**config.mk**
```make
export PLATFORM = sky130hd
export DESIGN_NAME = stall_ctrl
export DESIGN_NICKNAME = d
export VERILOG_FILES = /design/src/rtl/stall_ctrl.sv
export SDC_FILE = /design/constraint.sdc
export NUM_CORES = 1
export LEC_CHECK = 0
export BUFFER_PORTS_ARGS = -buffer_cell sky130_fd_sc_hd__buf_2
export CAP_MARGIN = 20
export CORE_ASPECT_RATIO = 1.25
export CORE_MARGIN = 2
export CORE_UTILIZATION = 37
export DETAILED_ROUTE_END_ITERATION = 10
export PLACE_DENSITY = 0.95
export REMOVE_ABC_BUFFERS = 1
export SLEW_MARGIN = 20
export SYNTH_ARGS = -nofsm -noshare
export SYNTH_HDL_FRONTEND = slang
export SYNTH_SLANG_ARGS = --single-unit
```
**constraint.sdc**
```tcl
create_clock -name vclk -period 4.3
set_clock_uncertainty 0.2 [all_clocks]
set_input_delay 0.215 -clock vclk [all_inputs]
set_output_delay 0.215 -clock vclk [all_outputs]
set_load 0.01 [all_outputs]
```
**src/rtl/stall_ctrl.sv**
```systemverilog
// Hazard/stall control: load-use, branch-operand and multiply/divide-busy stalls.
// Multiply/divide tracking is compiled in only when STALL_CTRL_MD_UNIT_EN is defined.
module stall_ctrl (
  input  logic        clk,
  input  logic        reset,
  input  logic [31:0] instrD,
  input  logic [31:0] instrE,
  input  logic [31:0] instrM,
  output logic        stall,
  output logic        md_start,
  output logic        md_busy,
  output logic [3:0]  md_count
);

  function automatic logic f_cal_r(input logic [31:0] i);
    return (i[31:26] == 6'h00) &&
           (i[5:0] == 6'h21 || i[5:0] == 6'h23 || i[5:0] == 6'h24 ||
            i[5:0] == 6'h25 || i[5:0] == 6'h2A);
  endfunction

  function automatic logic f_cal_i(input logic [31:0] i);
    return (i[31:26] == 6'h09) || (i[31:26] == 6'h0D) || (i[31:26] == 6'h0F);
  endfunction

  function automatic logic f_load(input logic [31:0] i);
    return i[31:26] == 6'h23;
  endfunction

  function automatic logic f_branch(input logic [31:0] i);
    return (i[31:26] == 6'h04) || (i[31:26] == 6'h05);
  endfunction

  function automatic logic f_jr(input logic [31:0] i);
    return (i[31:26] == 6'h00) && (i[5:0] == 6'h08);
  endfunction

  logic [4:0] w_rs_D, w_rt_D, w_rt_E, w_rd_E, w_rt_M;
  logic [4:0] w_dst_E, w_dst_M;
  logic       w_nop_D, w_load_use, w_rs_hit, w_rt_hit, w_branch_stall;
  logic       w_br_D, w_jr_D;
  logic       w_unused;

  assign w_rs_D  = instrD[25:21];
  assign w_rt_D  = instrD[20:16];
  assign w_rt_E  = instrE[20:16];
  assign w_rd_E  = instrE[15:11];
  assign w_rt_M  = instrM[20:16];
  assign w_nop_D = (instrD == '0);
  assign w_br_D  = f_branch(instrD);
  assign w_jr_D  = f_jr(instrD);

  assign w_load_use = !w_nop_D && f_load(instrE) && (w_rt_E != 5'd0) &&
                      ((w_rt_E == w_rs_D) || (w_rt_E == w_rt_D));

  // A stage that writes nothing reports destination 0, which the non-zero source guard never matches.
  assign w_dst_E = f_cal_r(instrE) ? w_rd_E : (f_cal_i(instrE) ? w_rt_E : 5'd0);
  assign w_dst_M = f_load(instrM) ? w_rt_M : 5'd0;

  assign w_rs_hit = (w_rs_D != 5'd0) && ((w_rs_D == w_dst_E) || (w_rs_D == w_dst_M));
  assign w_rt_hit = (w_rt_D != 5'd0) && ((w_rt_D == w_dst_E) || (w_rt_D == w_dst_M));

  assign w_branch_stall = !w_nop_D &&
                          (((w_br_D || w_jr_D) && w_rs_hit) || (w_br_D && w_rt_hit));

  assign w_unused = ^{clk, reset, instrD[15:6], instrE[25:21], instrE[10:6],
                      instrM[25:21], instrM[15:0]};

`ifdef STALL_CTRL_MD_UNIT_EN
  typedef enum logic {S_IDLE, S_BUSY} md_state_t;

  function automatic logic f_mult(input logic [31:0] i);
    return (i[31:26] == 6'h00) && (i[5:0] == 6'h18 || i[5:0] == 6'h19);
  endfunction

  function automatic logic f_div(input logic [31:0] i);
    return (i[31:26] == 6'h00) && (i[5:0] == 6'h1A || i[5:0] == 6'h1B);
  endfunction

  function automatic logic f_md_use(input logic [31:0] i);
    return ((i[31:26] == 6'h00) && (i[5:0] >= 6'h10) && (i[5:0] <= 6'h13)) ||
           f_mult(i) || f_div(i);
  endfunction

  md_state_t  r_state;
  logic [3:0] r_count;
  logic       w_mult_E, w_div_E, w_md_start, w_md_busy, w_md_stall;

  assign w_mult_E   = f_mult(instrE);
  assign w_div_E    = f_div(instrE);
  assign w_md_start = !reset && (w_mult_E || w_div_E);
  assign w_md_busy  = w_md_start || (r_state == S_BUSY);
  assign w_md_stall = !reset && !w_nop_D && f_md_use(instrD) && w_md_busy;

  // r_state tracks r_count != 0, so BUSY leaves exactly when the count steps from 1 to 0.
  always_ff @(posedge clk or posedge reset) begin
    if (reset) begin
      r_count <= '0;
      r_state <= S_IDLE;
    end else if (w_md_start) begin
      r_count <= w_mult_E ? 4'd5 : 4'd10;
      r_state <= S_BUSY;
    end else if (r_state == S_BUSY) begin
      r_count <= r_count - 4'd1;
      if (r_count == 4'd1)
        r_state <= S_IDLE;
    end
  end

  assign md_start = w_md_start;
  assign md_busy  = w_md_busy;
  assign md_count = r_count;
  assign stall    = w_load_use || w_branch_stall || w_md_stall;
`else
  assign md_start = 1'b0;
  assign md_busy  = 1'b0;
  assign md_count = '0;
  assign stall    = w_load_use || w_branch_stall;
`endif

endmodule

```
# Word level (Yosys, flattened, before mapping)
# Cells that the tools add are included.
[word_totals]
reg_bits = 0
input_bits = 98
wordCells = 52
[op_classes]
eq_ne = 19
muxes = 3
reduce_logical = 30
[op_table]
columns = ["op", "count"]
rows = [
  ["equality test 6 bit (second input constant)", 7],
  ["zero test 32 bit", 1],
  ["equality test 5 bit", 6],
  ["equality test 6 x 4 -> 1 bit (second input constant)", 4],
  ["two-way mux 5 bit", 3],
  ["nonzero test 5 bit", 3],
  ["logical OR 1 bit", 13],
  ["equality test 6 x 3 -> 1 bit (second input constant)", 2],
  ["zero test 6 bit", 2],
  ["logical AND 1 bit", 10],
  ["zero test 1 bit", 1],
]

# Depth between registers and ports, before layout
[depth]
word_depth = 14
ltp_mapped = 7
depth_no_buf = 6

# Worst setup path after synthesis
# OpenSTA, ideal clock, no wires.
[synth_timing]
kind = "input -> output"
from = "input instrE[26]"
to = "output stall"
arrival_time_ps = 1723
required_time_ps = 3885
path_slack_ps = 2162
stages = 6
n_path_buf = 0
cell_sequence = "or4b_4 > a211oi_4 > a32oi_1 > a22oi_1 > a41oi_1 > o221ai_2"
[synth_via]
elab_chain_len = 12
elab_cells_between_ends = 24
[synth_lines]
columns = ["element", "line_no", "rtl"]
rows = [
  ["start, declared", "7", "input logic [31:0] instrE,"],
  ["equality test 6 x 4 -> 1 bit", "22", "return (i[31:26] == 6'h09) || (i[31:26] == 6'h0D) || (i[31:26] == 6'h0F);"],
  ["logical OR 1 bit (2 in series)", "22", ""],
  ["two-way mux 5 bit (2 in series)", "56", "assign w_dst_E = f_cal_r(instrE) ? w_rd_E : (f_cal_i(instrE) ? w_rt_E : 5'd0);"],
  ["equality test 5 bit, on equally long branches", "59, 60", ""],
  ["logical OR 1 bit, on equally long branches", "59, 60", ""],
  ["logical AND 1 bit, on equally long branches", "59, 60", ""],
  ["logical AND 1 bit", "63", "(((w_br_D || w_jr_D) && w_rs_hit) || (w_br_D && w_rt_hit));"],
  ["logical OR 1 bit", "63", ""],
  ["logical AND 1 bit", "62", "assign w_branch_stall = !w_nop_D &&"],
  ["logical OR 1 bit *", "117", "assign stall = w_load_use || w_branch_stall;"],
  ["end, declared", "9", "output logic stall,"],
]
# Every way passes the cells marked *; elsewhere a longest branch is shown, timed or not.

# Worst setup path in the final report
# Ends and elaborated chain as after synthesis.

==> summary.md <==
| Metric | Value |
|---|---|
| Vias per inst | roughly 5.7 |
| Num rows | 19 |
| Length of routed wiring on met1 | 992 um |
| TNS Setup | 0 ns |
| Placed insts | 202 |
| Met2 wire len | between 1000 and 1500 um |
| Syn-to-layout area delta | 32.0% |
| # IOs | 105 |
| Placeable Area | 2190 um^2 |
| Die ar. | 2720 um^2 |
| Hold_buf cts | 0 |
| Grt ovf | 0 |
| Slew Limit Fails | 0 |
| Non-filler instance count after layout | 202 |
| Placer Congestion | 0.907 |
| Top cells by count, synth | 8 x inv_1, 8 x xnor2_1, 7 x xor2_1 |
| Chip width | 47.0 um |
| Cell mode on critical path | buf_2 |
| WHS Path Cells | 4 |
| Tightest Hold Check Type | in -> out |
| Crit path cell chain | buf_2 -> or4b_4 -> a211oi_4 -> a32oi_1 -> a22oi_1 -> a41oi_1 -> o221ai_2 -> buf_2 |
| Initial drt markers | 43 |
| WP data arrival | 2.14 ns |
| DR vias | about 1.1k |
| Endpoints failing hold | 0 |
| Maximum net fanout on the critical path | 7 |
| Seq/Total Area, Yosys | 0% |
| DRC violations left | 0 |
| Port Buf Inserts | between 50 and 60 |
| Critical Path Start | instrE[26] |
| Buf/Inv on CP | 2 |
| Hold Path Sink | stall |
| Max Fclk | 392 MHz |
| Initial antenna violation count | 0 |
| Area leader, netlist | xnor2_1 |
| Max-cap violation count | 0 |
| Pin count of the biggest net entering global routing | 9 |
| Post-CTS Repair Setup Buffers | 0 |
| Chip height | 57.8 um |
| WL final | roughly 2600 um |
| LEAKAGE | 0.458 nW |
| CP Class | in -> out |
| Setup crit end kind | output pin |
| HP Start | instrD[28] |
| Pwr Density | ~75 nW/um^2 |
| Initial Util | 39.1% |
| Post-CTS sizing | 0 |
| Routed wire per std cell | 12.6 um |
| Final #Nets | approximately 270 |
| First-pass GRT wire length | around 3800 um |
| Synth Cell Area | 856 um^2 |
| Top cell type's share of synthesized area | 8.19% |
| Slowest-stage cell, CP | or4b_4 |
| Largest stage delay on the critical path | about 0.55 ns |
| Worst IR Drop VDD | 48.9 uV |
| Crit path max-delay family | compound AO/OA/AOI/OAI gates |
| Highest routed layer | met4 |
| Tcrit/Tclk final | 59.3% |
| ANT cells | 0 |
| FFs & Latches | 0 |
| Yosys warning total | 0 |
| Worst setup SP type | input pin |
| Routed Antenna Nets | 0 |
| RSZ-0062 raised after global routing | no |
| Setup violators final | 0 |
| Crit path time final | 2.55 ns |
| Length of routed met3 wiring | 243 um |
| Fillers | between 200 and 250 |
| Run status | completed |
| Required @ worst endpoint | 3.88 ns |
| Top cells by area, synth | xnor2_1 8.2%, xor2_1 7.2%, buf_4 5.3% |
| Vias in the first global route | around 1k |
| Yosys cell types | 47 |
| Fin Hold WS | 0.654 ns |
| HPWL Detailed | 2160 um |
| Final worst slack | 1.75 ns |
| Share of post-route cells with drive strength above 1 | 38.0% |
| # clk buffers | 0 |
| Worst slack, placed | 1.78 ns |
| GRT Util Overall | 17.4% |
| Reg area | 0 um^2 |
| Drt pass-1 iters | 5 |
| Syn Area/Cell | 7.07 um^2 |
| Synth Instances | 121 |
[how the worst max path moves through the flow]
stage	cells past startpoint	slack, ns	to
floorplan	6	2.16	stall
global placement	8	1.80	stall
detailed placement	8	1.78	stall
CTS	8	1.77	stall
global route	8	1.66	stall
finish	8	1.75	stall
[final cells by class]
type	count	area (um^2)	area share, %
multi-input combinational	107	781	69.1
timing repair buffer	56	280	24.8
tap	31	38.8	3.43
inverter	8	30.0	2.66
[cell usage in the layout, fill, tap and decap left out, types with 2 or more instances in the layout]
| cell type | n |
|---|---|
| o21ai_0 | 2 |
| o211ai_1 | 2 |
| a21oi_1 | 2 |
| nor2_1 | 6 |
| nor3_1 | 6 |
| a31oi_1 | 4 |
| or4_1 | 2 |
| inv_1 | 8 |
| nand3_1 | 6 |
| buf_2 | 56 |
| nor4bb_1 | 4 |
| xor2_1 | 7 |
| nor4_1 | 2 |
| nor4b_1 | 2 |
| nor2b_1 | 4 |
| nand2_1 | 4 |
| a22oi_1 | 2 |
| a222oi_1 | 2 |
| a32oi_1 | 5 |
| a41oi_1 | 2 |
| nand2b_1 | 4 |
| a221oi_1 | 3 |
| conb_1 | 6 |
| o32ai_1 | 2 |
| xnor2_1 | 8 |
[metrics by stage]
stage	power [mW]	util [%]	cell area, um^2
global placement	0.0818	51.7	1130
detailed placement	0.0832	51.7	1130
global route	0.0922	51.7	1130
floorplan	0.0395	-	811
CTS	0.0835	51.7	1130
finish	0.0845	51.7	1130
[cell families (layout without fill, tap and decap cells)]
logic type      Yosys count  in the layout  share of synthesized area, %
xor+xnor                 15             15                          15.4
other cells               1              6                         0.438
simple gates             52             52                          39.5
compound gates           34             34                          33.8
buf+inv                  19             64                          11.0
[routing by layer]
layer  global-route usage (%)  vias to the layer above
li1                         -                      567
met1                     20.0                      499
met2                     33.3                       73
met3                     1.56                        3
met4                     3.17                        0
met5                        0                        -
[worst min-delay path: stages]
cell and delay, ns:
buf_2 0.10, nand3_1 0.07, o221ai_2 0.10, buf_2 0.14
[power breakdown]
part / switching (mW) / leakage, nW / internal (mW)
logic: 0.0431 / 0.458 / 0.0414
registers: 0 / 0 / 0
clock network: 0 / 0 / 0
total: 0.0431 / 0.458 / 0.0414
Power figures use the tool's default switching activity.
